`src/rtl/vlan_act_cls_pkg.sv`:
```
// Shared constants for the VLAN action pipe: op codes, packet-type codes, ethertypes
// and the op-legality rule applied on the SOP beat.
package vlan_act_cls_pkg;

  localparam int OP_W = 2;
  localparam int PT_W = 4;

  localparam logic [OP_W-1:0] VLAN_OP_NOP    = 2'b00;
  localparam logic [OP_W-1:0] VLAN_OP_INSERT = 2'b01;
  localparam logic [OP_W-1:0] VLAN_OP_MODIFY = 2'b11;
  localparam logic [OP_W-1:0] VLAN_OP_REMOVE = 2'b10;

  localparam logic [PT_W-1:0] PT_OTHER = 4'd0;
  localparam logic [PT_W-1:0] PT_IPV4  = 4'd1;
  localparam logic [PT_W-1:0] PT_VLV4  = 4'd2;
  localparam logic [PT_W-1:0] PT_IPV6  = 4'd3;
  localparam logic [PT_W-1:0] PT_VLV6  = 4'd4;

  localparam logic [15:0] ET_IPV4 = 16'h0800;
  localparam logic [15:0] ET_IPV6 = 16'h86DD;
  localparam logic [15:0] ET_VLAN = 16'h8100;

  typedef enum logic {
    ST_IDLE   = 1'b0,
    ST_IN_PKT = 1'b1
  } frame_state_e;

  // Untagged frames may only gain a tag; tagged frames may only have theirs edited or stripped.
  function automatic logic [OP_W-1:0] legal_op(input logic [OP_W-1:0] op, input logic [PT_W-1:0] pt);
    logic [OP_W-1:0] res;
    case (pt)
      PT_IPV4, PT_IPV6: res = (op == VLAN_OP_INSERT) ? op : VLAN_OP_NOP;
      PT_VLV4, PT_VLV6: res = (op == VLAN_OP_INSERT) ? VLAN_OP_NOP : op;
      default:          res = VLAN_OP_NOP;
    endcase
    return res;
  endfunction

endpackage

```
`src/rtl/vlan_act_cls_pkt_type_dec.sv`:
```
// Combinational ethertype classifier: outer ethertype (et0) and the ethertype
// following a single 802.1Q tag (et1) map to a packet-type code.
module pkt_type_dec
  import vlan_act_cls_pkg::*;
(
  input  logic [15:0]     et0,
  input  logic [15:0]     et1,
  output logic [PT_W-1:0] pkt_type
);

  // Ethertype decode
  always_comb begin
    pkt_type = PT_OTHER;
    if (et0 == ET_IPV4) begin
      pkt_type = PT_IPV4;
    end else if (et0 == ET_IPV6) begin
      pkt_type = PT_IPV6;
    end else if (et0 == ET_VLAN && et1 == ET_IPV4) begin
      pkt_type = PT_VLV4;
    end else if (et0 == ET_VLAN && et1 == ET_IPV6) begin
      pkt_type = PT_VLV6;
    end else begin
      pkt_type = PT_OTHER;
    end
  end

endmodule

```
`src/rtl/vlan_act_cls.sv`:
```
// Classifies each packet on its SOP beat, joins it with the lookup's action word and
// emits the stream through one register slice with beat-aligned VLAN sideband.
module vlan_act_cls
  import vlan_act_cls_pkg::*;
#(
  parameter int DATA_WIDTH    = 512,
  parameter int EMPTY_WIDTH   = $clog2(DATA_WIDTH/8),
  parameter int CHANNEL_WIDTH = 6,
  parameter int ERROR_WIDTH   = 4,
  parameter int VLAN_OP_WIDTH = OP_W,
  parameter int VLAN_WIDTH    = 16,
  parameter int PT_WIDTH      = PT_W
) (
  input  logic                     clk,
  input  logic                     rst_n,
  input  logic                     act_valid,
  output logic                     act_ready,
  input  logic [VLAN_OP_WIDTH-1:0] act_vlan_op,
  input  logic [VLAN_WIDTH-1:0]    act_vlan_data,
  input  logic [DATA_WIDTH-1:0]    stream_in_data,
  input  logic [EMPTY_WIDTH-1:0]   stream_in_empty,
  input  logic                     stream_in_valid,
  input  logic                     stream_in_startofpacket,
  input  logic                     stream_in_endofpacket,
  input  logic [CHANNEL_WIDTH-1:0] stream_in_channel,
  input  logic [ERROR_WIDTH-1:0]   stream_in_error,
  output logic                     stream_in_ready,
  output logic [DATA_WIDTH-1:0]    stream_out_data,
  output logic [EMPTY_WIDTH-1:0]   stream_out_empty,
  output logic                     stream_out_valid,
  output logic                     stream_out_startofpacket,
  output logic                     stream_out_endofpacket,
  output logic [CHANNEL_WIDTH-1:0] stream_out_channel,
  output logic [ERROR_WIDTH-1:0]   stream_out_error,
  input  logic                     stream_out_ready,
  output logic [VLAN_OP_WIDTH-1:0] vlan_op,
  output logic [VLAN_WIDTH-1:0]    vlan_data,
  output logic [PT_WIDTH-1:0]      pkt_type,
  output logic [31:0]              stat_pkt_cnt,
  output logic [15:0]              stat_err_cnt
);

  frame_state_e             state_q, state_d;
  logic                     run_q;
  logic                     valid_q, valid_d, sop_q, sop_d, eop_q, eop_d;
  logic [DATA_WIDTH-1:0]    data_q, data_d;
  logic [EMPTY_WIDTH-1:0]   empty_q, empty_d;
  logic [CHANNEL_WIDTH-1:0] chan_q, chan_d;
  logic [ERROR_WIDTH-1:0]   err_q, err_d;
  logic [VLAN_OP_WIDTH-1:0] op_q, op_d;
  logic [VLAN_WIDTH-1:0]    vdata_q, vdata_d, hold_vdata_q, hold_vdata_d;
  logic [PT_WIDTH-1:0]      pt_q, pt_d, hold_pt_q, hold_pt_d;
  logic [31:0]              pkt_cnt_q, pkt_cnt_d;
  logic [15:0]              err_cnt_q, err_cnt_d;

  logic            slot_free_s, in_ready_s, accept_s, orphan_s, fwd_s, resync_s;
  logic [PT_W-1:0] cls_pt_s;

  pkt_type_dec u_pkt_type_dec (
    .et0      (stream_in_data[DATA_WIDTH-97 -: 16]),
    .et1      (stream_in_data[DATA_WIDTH-129 -: 16]),
    .pkt_type (cls_pt_s)
  );

  // run_q keeps both ready outputs low while and right after reset is asserted
  assign slot_free_s     = !valid_q || stream_out_ready;
  assign in_ready_s      = run_q && slot_free_s && (!stream_in_startofpacket || act_valid);
  assign stream_in_ready = in_ready_s;
  assign act_ready       = run_q && stream_in_valid && stream_in_startofpacket && slot_free_s && act_valid;
  assign accept_s        = stream_in_valid && in_ready_s;
  assign orphan_s        = accept_s && !stream_in_startofpacket && (state_q == ST_IDLE);
  assign resync_s        = accept_s && stream_in_startofpacket && (state_q == ST_IN_PKT);
  assign fwd_s           = accept_s && !orphan_s;

  // Next-state for the output slice, frame tracker and statistics
  always_comb begin
    state_d      = state_q;
    valid_d      = valid_q && !stream_out_ready;
    sop_d        = sop_q;
    eop_d        = eop_q;
    data_d       = data_q;
    empty_d      = empty_q;
    chan_d       = chan_q;
    err_d        = err_q;
    op_d         = op_q;
    vdata_d      = vdata_q;
    pt_d         = pt_q;
    hold_vdata_d = hold_vdata_q;
    hold_pt_d    = hold_pt_q;
    pkt_cnt_d    = pkt_cnt_q;
    err_cnt_d    = err_cnt_q;

    if (fwd_s) begin
      valid_d = 1'b1;
      sop_d   = stream_in_startofpacket;
      eop_d   = stream_in_endofpacket;
      data_d  = stream_in_data;
      empty_d = stream_in_empty;
      chan_d  = stream_in_channel;
      err_d   = stream_in_error;
      if (stream_in_startofpacket) begin
        op_d         = legal_op(act_vlan_op, cls_pt_s);
        vdata_d      = act_vlan_data;
        pt_d         = cls_pt_s;
        hold_vdata_d = act_vlan_data;
        hold_pt_d    = cls_pt_s;
        pkt_cnt_d    = pkt_cnt_q + 32'd1;
        state_d      = stream_in_endofpacket ? ST_IDLE : ST_IN_PKT;
      end else begin
        op_d    = VLAN_OP_NOP;
        vdata_d = hold_vdata_q;
        pt_d    = hold_pt_q;
        state_d = stream_in_endofpacket ? ST_IDLE : ST_IN_PKT;
      end
    end else begin
      state_d = state_q;
    end

    if ((orphan_s || resync_s) && (err_cnt_q != 16'hFFFF)) begin
      err_cnt_d = err_cnt_q + 16'd1;
    end else begin
      err_cnt_d = err_cnt_q;
    end
  end

  // State registers
  always_ff @(posedge clk or negedge rst_n) begin
    if (!rst_n) begin
      state_q      <= ST_IDLE;
      run_q        <= 1'b0;
      valid_q      <= 1'b0;
      sop_q        <= 1'b0;
      eop_q        <= 1'b0;
      data_q       <= '0;
      empty_q      <= '0;
      chan_q       <= '0;
      err_q        <= '0;
      op_q         <= '0;
      vdata_q      <= '0;
      pt_q         <= '0;
      hold_vdata_q <= '0;
      hold_pt_q    <= '0;
      pkt_cnt_q    <= 32'd0;
      err_cnt_q    <= 16'd0;
    end else begin
      state_q      <= state_d;
      run_q        <= 1'b1;
      valid_q      <= valid_d;
      sop_q        <= sop_d;
      eop_q        <= eop_d;
      data_q       <= data_d;
      empty_q      <= empty_d;
      chan_q       <= chan_d;
      err_q        <= err_d;
      op_q         <= op_d;
      vdata_q      <= vdata_d;
      pt_q         <= pt_d;
      hold_vdata_q <= hold_vdata_d;
      hold_pt_q    <= hold_pt_d;
      pkt_cnt_q    <= pkt_cnt_d;
      err_cnt_q    <= err_cnt_d;
    end
  end

  assign stream_out_data          = data_q;
  assign stream_out_empty         = empty_q;
  assign stream_out_valid         = valid_q;
  assign stream_out_startofpacket = sop_q;
  assign stream_out_endofpacket   = eop_q;
  assign stream_out_channel       = chan_q;
  assign stream_out_error         = err_q;
  assign vlan_op                  = op_q;
  assign vlan_data                = vdata_q;
  assign pkt_type                 = pt_q;
  assign stat_pkt_cnt             = pkt_cnt_q;
  assign stat_err_cnt             = err_cnt_q;

endmodule
```
`config.mk`:
```
export PLATFORM = sky130hd
export DESIGN_NAME = vlan_act_cls
export DESIGN_NICKNAME = d
export VERILOG_FILES = /design/src/rtl/vlan_act_cls_pkg.sv /design/src/rtl/vlan_act_cls_pkt_type_dec.sv /design/src/rtl/vlan_act_cls.sv
export SDC_FILE = /design/constraint.sdc
export NUM_CORES = 1
export LEC_CHECK = 0
export ABC_AREA = 0
export CAP_MARGIN = 0
export CORE_AREA = 2 2 453 455
export CTS_CLUSTER_DIAMETER = 80
export DETAILED_ROUTE_END_ITERATION = 6
export DIE_AREA = 0 0 455 457
export DONT_BUFFER_PORTS = 1
export PLACE_DENSITY_LB_ADDON = 0.05
export SYNTH_ARGS = -nofsm -noshare
export SYNTH_HDL_FRONTEND = slang
export SYNTH_SLANG_ARGS = --single-unit
```
`constraint.sdc`:
```
create_clock -name clk -period 3.8 [get_ports clk]
set_clock_uncertainty 0.05 [all_clocks]
set_input_delay 0.38 -clock clk [delete_from_list [all_inputs] [get_ports clk]]
set_output_delay 0.38 -clock clk [all_outputs]
set_load 0.01 [all_outputs]
```
# ---- Yosys cells after proc, flatten, opt, wreduce, memory -nomap -nowiden
# Index checks and enable logic that the tools add are counted.
dict set report totals {
  regBits 603
  latch_bits 0
  ram_bits 0
  romBits 0
  in_bits 553
  output_inout_bits 603
  elab_cells 64
  memories 0
}
dict set report op_classes {
  addsub 2
  mul 0
  div 0
  order_cmp 0
  eq_ne 11
  shifts 0
  n_mux 10
  n_bitwise 1
  reduce_logical 26
}
# operator n
set ops {}
lappend ops {{== test 16 bit, second input constant} 3}
lappend ops {{adder 32 x 1 -> 32 bit, second input constant} 1}
lappend ops {{== test 16 x 12 -> 1 bit, second input constant} 2}
lappend ops {{adder 16 x 1 -> 16 bit, second input constant} 1}
lappend ops {{logical AND 1 bit} 16}
lappend ops {{inequality test 16 bit, second input constant} 1}
lappend ops {{two-way mux 4 bit} 3}
lappend ops {{== test 4 x 2 -> 1 bit, second input constant} 2}
lappend ops {{two-way mux 2 bit} 3}
lappend ops {{== test 4 x 1 -> 1 bit, second input constant} 1}
lappend ops {{== test 4 x 3 -> 1 bit, second input constant} 1}
lappend ops {{logical NOT 1 bit} 4}
lappend ops {{one-hot mux 2 bit (2 select lines)} 1}
lappend ops {{OR reduction 2 bit} 2}
lappend ops {{logical OR 1 bit} 3}
lappend ops {{two-way mux 3 bit} 1}
lappend ops {{== test 2 x 1 -> 1 bit, second input constant} 1}
lappend ops {{two-way mux 1 bit} 2}
lappend ops {{AND reduction 2 bit} 1}
lappend ops {{inverter 1 bit} 1}

# ---- Depth between registers and ports, before layout
dict set report logic_depth {
  depth_word 10
  ltp_mapped 8
  depth_no_buf 6
}

# ---- By module
# A second synthesis with hierarchy kept.
dict set report unflattened {
  hier_cells 2540
  area_unflattened_um2 23488.8
}
# mod instances cells_each area_each_um2
set by_module_without_submodules {}
lappend by_module_without_submodules {vlan_act_cls 1 2512 23318.6}
lappend by_module_without_submodules {pkt_type_dec 1 28 170.2}

# ---- Least setup slack after synthesis
# Ideal clock, no wire load.
dict set report synth_timing {
  kind {register to register}
  startpoint {register valid_q, in the netlist stream_out_valid}
  endpoint {register pkt_cnt_q[31], in the netlist stat_pkt_cnt[31]}
  setup_ns 0.124
  t_arrival_ns 1.870
  setup_slack_ns 1.756
  path_stages_with_launch 7
  synth_period_minus_slack_ns 2.044
  cell_sequence {dfrtp_1 > nor2b_4 > or4_4 > buf_6 > nor4_4 > nand4_1 > xnor2_1}
}
dict set report synth_via {
  elab_chain_cells 10
}
# element line
set synth_rtl {}
lappend synth_rtl {{start, declared} vlan_act_cls.sv:45} ;# logic valid_q, valid_d, sop_q, sop_d, eop_q, eop_d;
lappend synth_rtl {{start signal, assigned} vlan_act_cls.sv:148} ;# valid_q <= valid_d;
lappend synth_rtl {{logical NOT 1 bit (*)} vlan_act_cls.sv:66} ;# assign slot_free_s = !valid_q || stream_out_ready;
lappend synth_rtl {{logical OR 1 bit (*)} vlan_act_cls.sv:66}
lappend synth_rtl {{logical AND 1 bit (*) (2 in a row)} vlan_act_cls.sv:67} ;# assign in_ready_s = run_q && slot_free_s && (!stream_in_startofpacket || act_valid);
lappend synth_rtl {{logical AND 1 bit (*)} vlan_act_cls.sv:70} ;# assign accept_s = stream_in_valid && in_ready_s;
lappend synth_rtl {{logical AND 1 bit (2 in a row)} vlan_act_cls.sv:71} ;# assign orphan_s = accept_s && !stream_in_startofpacket && (state_q == ST_IDLE);
lappend synth_rtl {{logical NOT 1 bit} vlan_act_cls.sv:73} ;# assign fwd_s = accept_s && !orphan_s;
lappend synth_rtl {{logical AND 1 bit (*)} vlan_act_cls.sv:73}
lappend synth_rtl {{AND reduction 2 bit (no source line) (*)} --}
lappend synth_rtl {{end signal, assigned} vlan_act_cls.sv:160} ;# pkt_cnt_q <= pkt_cnt_d;
lappend synth_rtl {{end, declared} vlan_act_cls.sv:53} ;# logic [31:0] pkt_cnt_q, pkt_cnt_d;
# Every way passes the cells marked *; elsewhere a longest branch is shown, timed or not.
# A chain may end at the register's enable or synchronous reset.

# ---- Final worst setup path
dict set report layout_timing {
  startpoint {register valid_q, in the netlist stream_out_valid}
  endpoint {output act_ready}
}
dict set report layout_via {
  elab_chain_cells 4
}
# element line
set layout_rtl {}
lappend layout_rtl {{logical NOT 1 bit} vlan_act_cls.sv:66}
lappend layout_rtl {{logical OR 1 bit} vlan_act_cls.sv:66}
lappend layout_rtl {{logical AND 1 bit (2 in a row)} vlan_act_cls.sv:69} ;# assign act_ready = run_q && stream_in_valid && stream_in_startofpacket && slot_free_s && act_valid;
lappend layout_rtl {{end, declared} vlan_act_cls.sv:17} ;# output logic act_ready,
# Every way passes these cells.

==> impl_metrics.env <==
export IMPL_syn_cell_area_sq_mm=0.02305
export IMPL_startpoint_type="flop"
export IMPL_coreArea_sq_mm=0.2033
export IMPL_max_slew_margin_rel_pct=24.80
export IMPL_r2r_setup_slack_ps=940
export IMPL_finalPower_w=0.02283
export IMPL_cts_tree="built"
export IMPL_antenna_found_initial=47
export IMPL_p_int_w=0.01460
export IMPL_dp_cells=5162
export IMPL_drive_above_1_share_pct=6.371
export IMPL_min_period_ps=3212
export IMPL_root_buffer="clkbuf_16"
export IMPL_start_util_pct=11.33
export IMPL_drv_cap=0
export IMPL_setup_slack_ps=588.4
export IMPL_cts_sinks=602
export IMPL_synth_xor_area_share_pct=1.710
export IMPL_seq_area_sq_mm=0.01506
export IMPL_synth_top_family_by_area="simple AND/OR/NAND/NOR gates"
export IMPL_whs_ps=104.7
export IMPL_rows=166
export IMPL_ys_flop_type="dfrtp_1"
export IMPL_finalSetupViolations=0
export IMPL_dpl_hpwl_mm=97.85
export IMPL_worstMarginPinSlew_ps=1128
export IMPL_cellPowerDensity_mw_per_mm2=648.4
export IMPL_clock_path_buffers=3
export IMPL_pwr_share_comb_pct=11.7
export IMPL_num_io_pins=1156
export IMPL_grt_first_pass_wirelength_mm=175.2
export IMPL_netSwitchingFraction_pct=36.04
export IMPL_dpl_worst_slack_ps=1251
export IMPL_drc=0
export IMPL_die_h_um=457
export IMPL_hold_violations=0
export IMPL_startpoint="stream_out_valid"
export IMPL_pwr_share_seq_pct=49.7
export IMPL_synth_most_common_cell="nand2_1"
export IMPL_worstReg2RegStart="stream_out_valid"
export IMPL_area_delta_synth_final_pct=52.75
export IMPL_ys_seq_area_share_pct=65.37
export IMPL_drtPass1Iterations=5
export IMPL_clkLatencyLatePin_ps=710
export IMPL_fin_tns_setup_ps=0
export IMPL_grt_overflow_total=0
export IMPL_synthAdderAreaFrac_pct=0.1086
export IMPL_dr_first_iter_drc_count=930
export IMPL_arrival_ps=2780
export IMPL_min_path_type="in -> reg"
export IMPL_grt_max_degree=603
export IMPL_hold_depth=4
export IMPL_slew_violations=0
export IMPL_synth_warnings=0
export IMPL_worst_path_max_fanout=32
export IMPL_muxShareOfSynthArea_pct=0.04886
export IMPL_cts_inserted_buffers=94
export IMPL_fillerInstances=22780
export IMPL_gp_congestion=0.8185
export IMPL_synth_compound_area_share_pct=0.5049
export IMPL_end_kind="output port"
export IMPL_totalWireLength_mm=129.3
export IMPL_outcome="finished, final reports clean"
export IMPL_synth_cells=2565
export IMPL_synth_cell_type_count=45
export IMPL_wire_per_inst_um=21.89
export IMPL_synth_simple_area_share_pct=29.97
export IMPL_hold_end="hold_pt_q[0]"
export IMPL_p_sw_w=0.008227
export IMPL_synth_top_area_cell="dfrtp_1"
export IMPL_multi_input_area_sq_mm=0.007480
export IMPL_cts_resized=0
export IMPL_max_freq_ghz=0.3114
export IMPL_rr_endpoint="vlan_op[0]"
export IMPL_die_x_um=455
export IMPL_grt_pass1_vias=20790
export IMPL_syn_avg_cell_area_sq_um=8.985
export IMPL_detail_route_antenna_nets=0
export IMPL_clockPowerShare_pct=38.6
export IMPL_vias=19580
export IMPL_peakVddDrop_uv=317.7
export IMPL_synthArstFlopShare_pct=100.0
export IMPL_dieArea_sq_mm=0.2079
export IMPL_io_buffers=0
export IMPL_cp_required_ps=3370
export IMPL_p_leak_nw=16.87
export IMPL_worstSetupPathType="reg -> out"
export IMPL_synthTopCellsByCount="1656 x nand2_1, 602 x dfrtp_1, 122 x clkbuf_1"
export IMPL_viasPerCell=3.314
export IMPL_hold_start="stream_in_data[411]"
export IMPL_synth_area_top_cells="dfrtp_1 65%, nand2_1 27%, clkbuf_1 2.0%"
export IMPL_synth_net_count=3120
export IMPL_synth_edff_count=0
export IMPL_ys_seq_elements=602
export IMPL_path_clk_slew_ps=60
export IMPL_htree_levels=3
export IMPL_final_cells=5907
export IMPL_track_usage_pct=12.00
export IMPL_final_nets=3682
export IMPL_r2r_cells=7
export IMPL_rsz0062_at_grt="false"
export IMPL_post_route_period_util_pct=84.51
export IMPL_synth_top_area_share_pct=65.37
-- per-stage QoR --
| stage | utilization, % | instance area [sq um] |
|---|---|---|
| floorplan | - | 23050 |
| global placement | 12.98 | 26400 |
| detailed placement | 12.98 | 26400 |
| CTS | 17.23 | 35040 |
| global route | 17.31 | 35190 |
| finish | 17.31 | 35200 |
-- placed cells by master, fill, tap and decap left out, drive strengths merged, types with 8 or more instances in the layout --
cell | synthesis | routed
nand2 | 1656 | 1656
dfrtp | 602 | 602
dlygate4sd3 | 0 | 553
clkbuf | 122 | 134
buf | 5 | 40
xnor2 | 29 | 29
nand3 | 24 | 24
clkinv | 0 | 19
diode | 0 | 17
nand4 | 17 | 17
inv | 8 | 17
xor2 | 16 | 16
nor2 | 13 | 13
and3 | 12 | 12
nor3 | 12 | 12
nor4 | 8 | 8
-- routing by layer --
metal / GRT usage (%) / part of all wire [%] / vias to the layer above
met1: 12.42 / 36 / 9533
met4: 4.646 / 3.2 / 10
li1: - / - / 9004
met5: 0 / 0.049 / -
met3: 5.751 / 11 / 211
met2: 20.72 / 50 / 817
-- worst max-delay path by stage --
| stage | slack [ps] | end | cells past startpoint |
|---|---|---|---|
| floorplan | 1760 | stat_pkt_cnt[31] | 6 |
| global placement | 1270 | stat_pkt_cnt[19] | 5 |
| detailed placement | 1250 | stat_pkt_cnt[31] | 5 |
| CTS | 420 | act_ready | 4 |
| global route | 350 | act_ready | 4 |
| finish | 590 | act_ready | 4 |
-- registers in the layout, indices dropped and copies added, names as in the netlist --
| signal | count |
|---|---|
| hold_pt_q | 3 |
| hold_vdata_q | 16 |
| run_q | 1 |
| stat_err_cnt | 16 |
| stat_pkt_cnt | 32 |
| state_q | 1 |
| stream_out_channel | 6 |
| stream_out_data | 512 |
| stream_out_empty | 6 |
| stream_out_endofpacket | 1 |
| stream_out_error | 4 |
| stream_out_startofpacket | 1 |
| stream_out_valid | 1 |
| vlan_op | 2 |
-- cell type report --
| type | count | share of cell area (%) |
|---|---|---|
| flip-flops and latches | 602 | 42.79 |
| multi-input cells | 1828 | 21.25 |
| repair buffers | 593 | 17.34 |
| well taps | 2688 | 9.554 |
| clock buffers | 134 | 7.709 |
| clock inverters | 37 | 1.152 |
| diodes | 17 | 0.1208 |
| inverters | 8 | 0.08530 |
-- power groups by stage --
stage	clock [W]	combinational [W]	sequential, W
2_1_floorplan	0	0.00158	0.0100
3_3_place_gp	0	0.00198	0.0117
3_5_place_dp	0	0.00202	0.0116
4_1_cts	0.00929	0.00260	0.0115
5_1_grt	0.00955	0.00316	0.0116
6_report	0.00881	0.00267	0.0113
-- critical path, stage by stage, from the launching register on --
cell     delay, ps
dfrtp_1        470
nor2b_4        190
or4_4          710
inv_1          390
buf_4          300
-- repair_timing --
item / 4_1_cts / 5_1_grt
setup buffers: 0 / 0
hold buffers: 552 / 2
hold endpoints to repair: 1154 / 450
-- cell families (layout without fill, tap and decap cells) --
logic type,after synthesis,after routing
AOI/OAI and AO/OA,14,14
DFF,602,602
muxes,1,1
other,2,19
and+or+nand+nor,1764,1764
buffers and inverters,135,772
xor gates and xnor gates,45,45
adders and majority gates,2,2
Power figures use the tool's default switching activity.
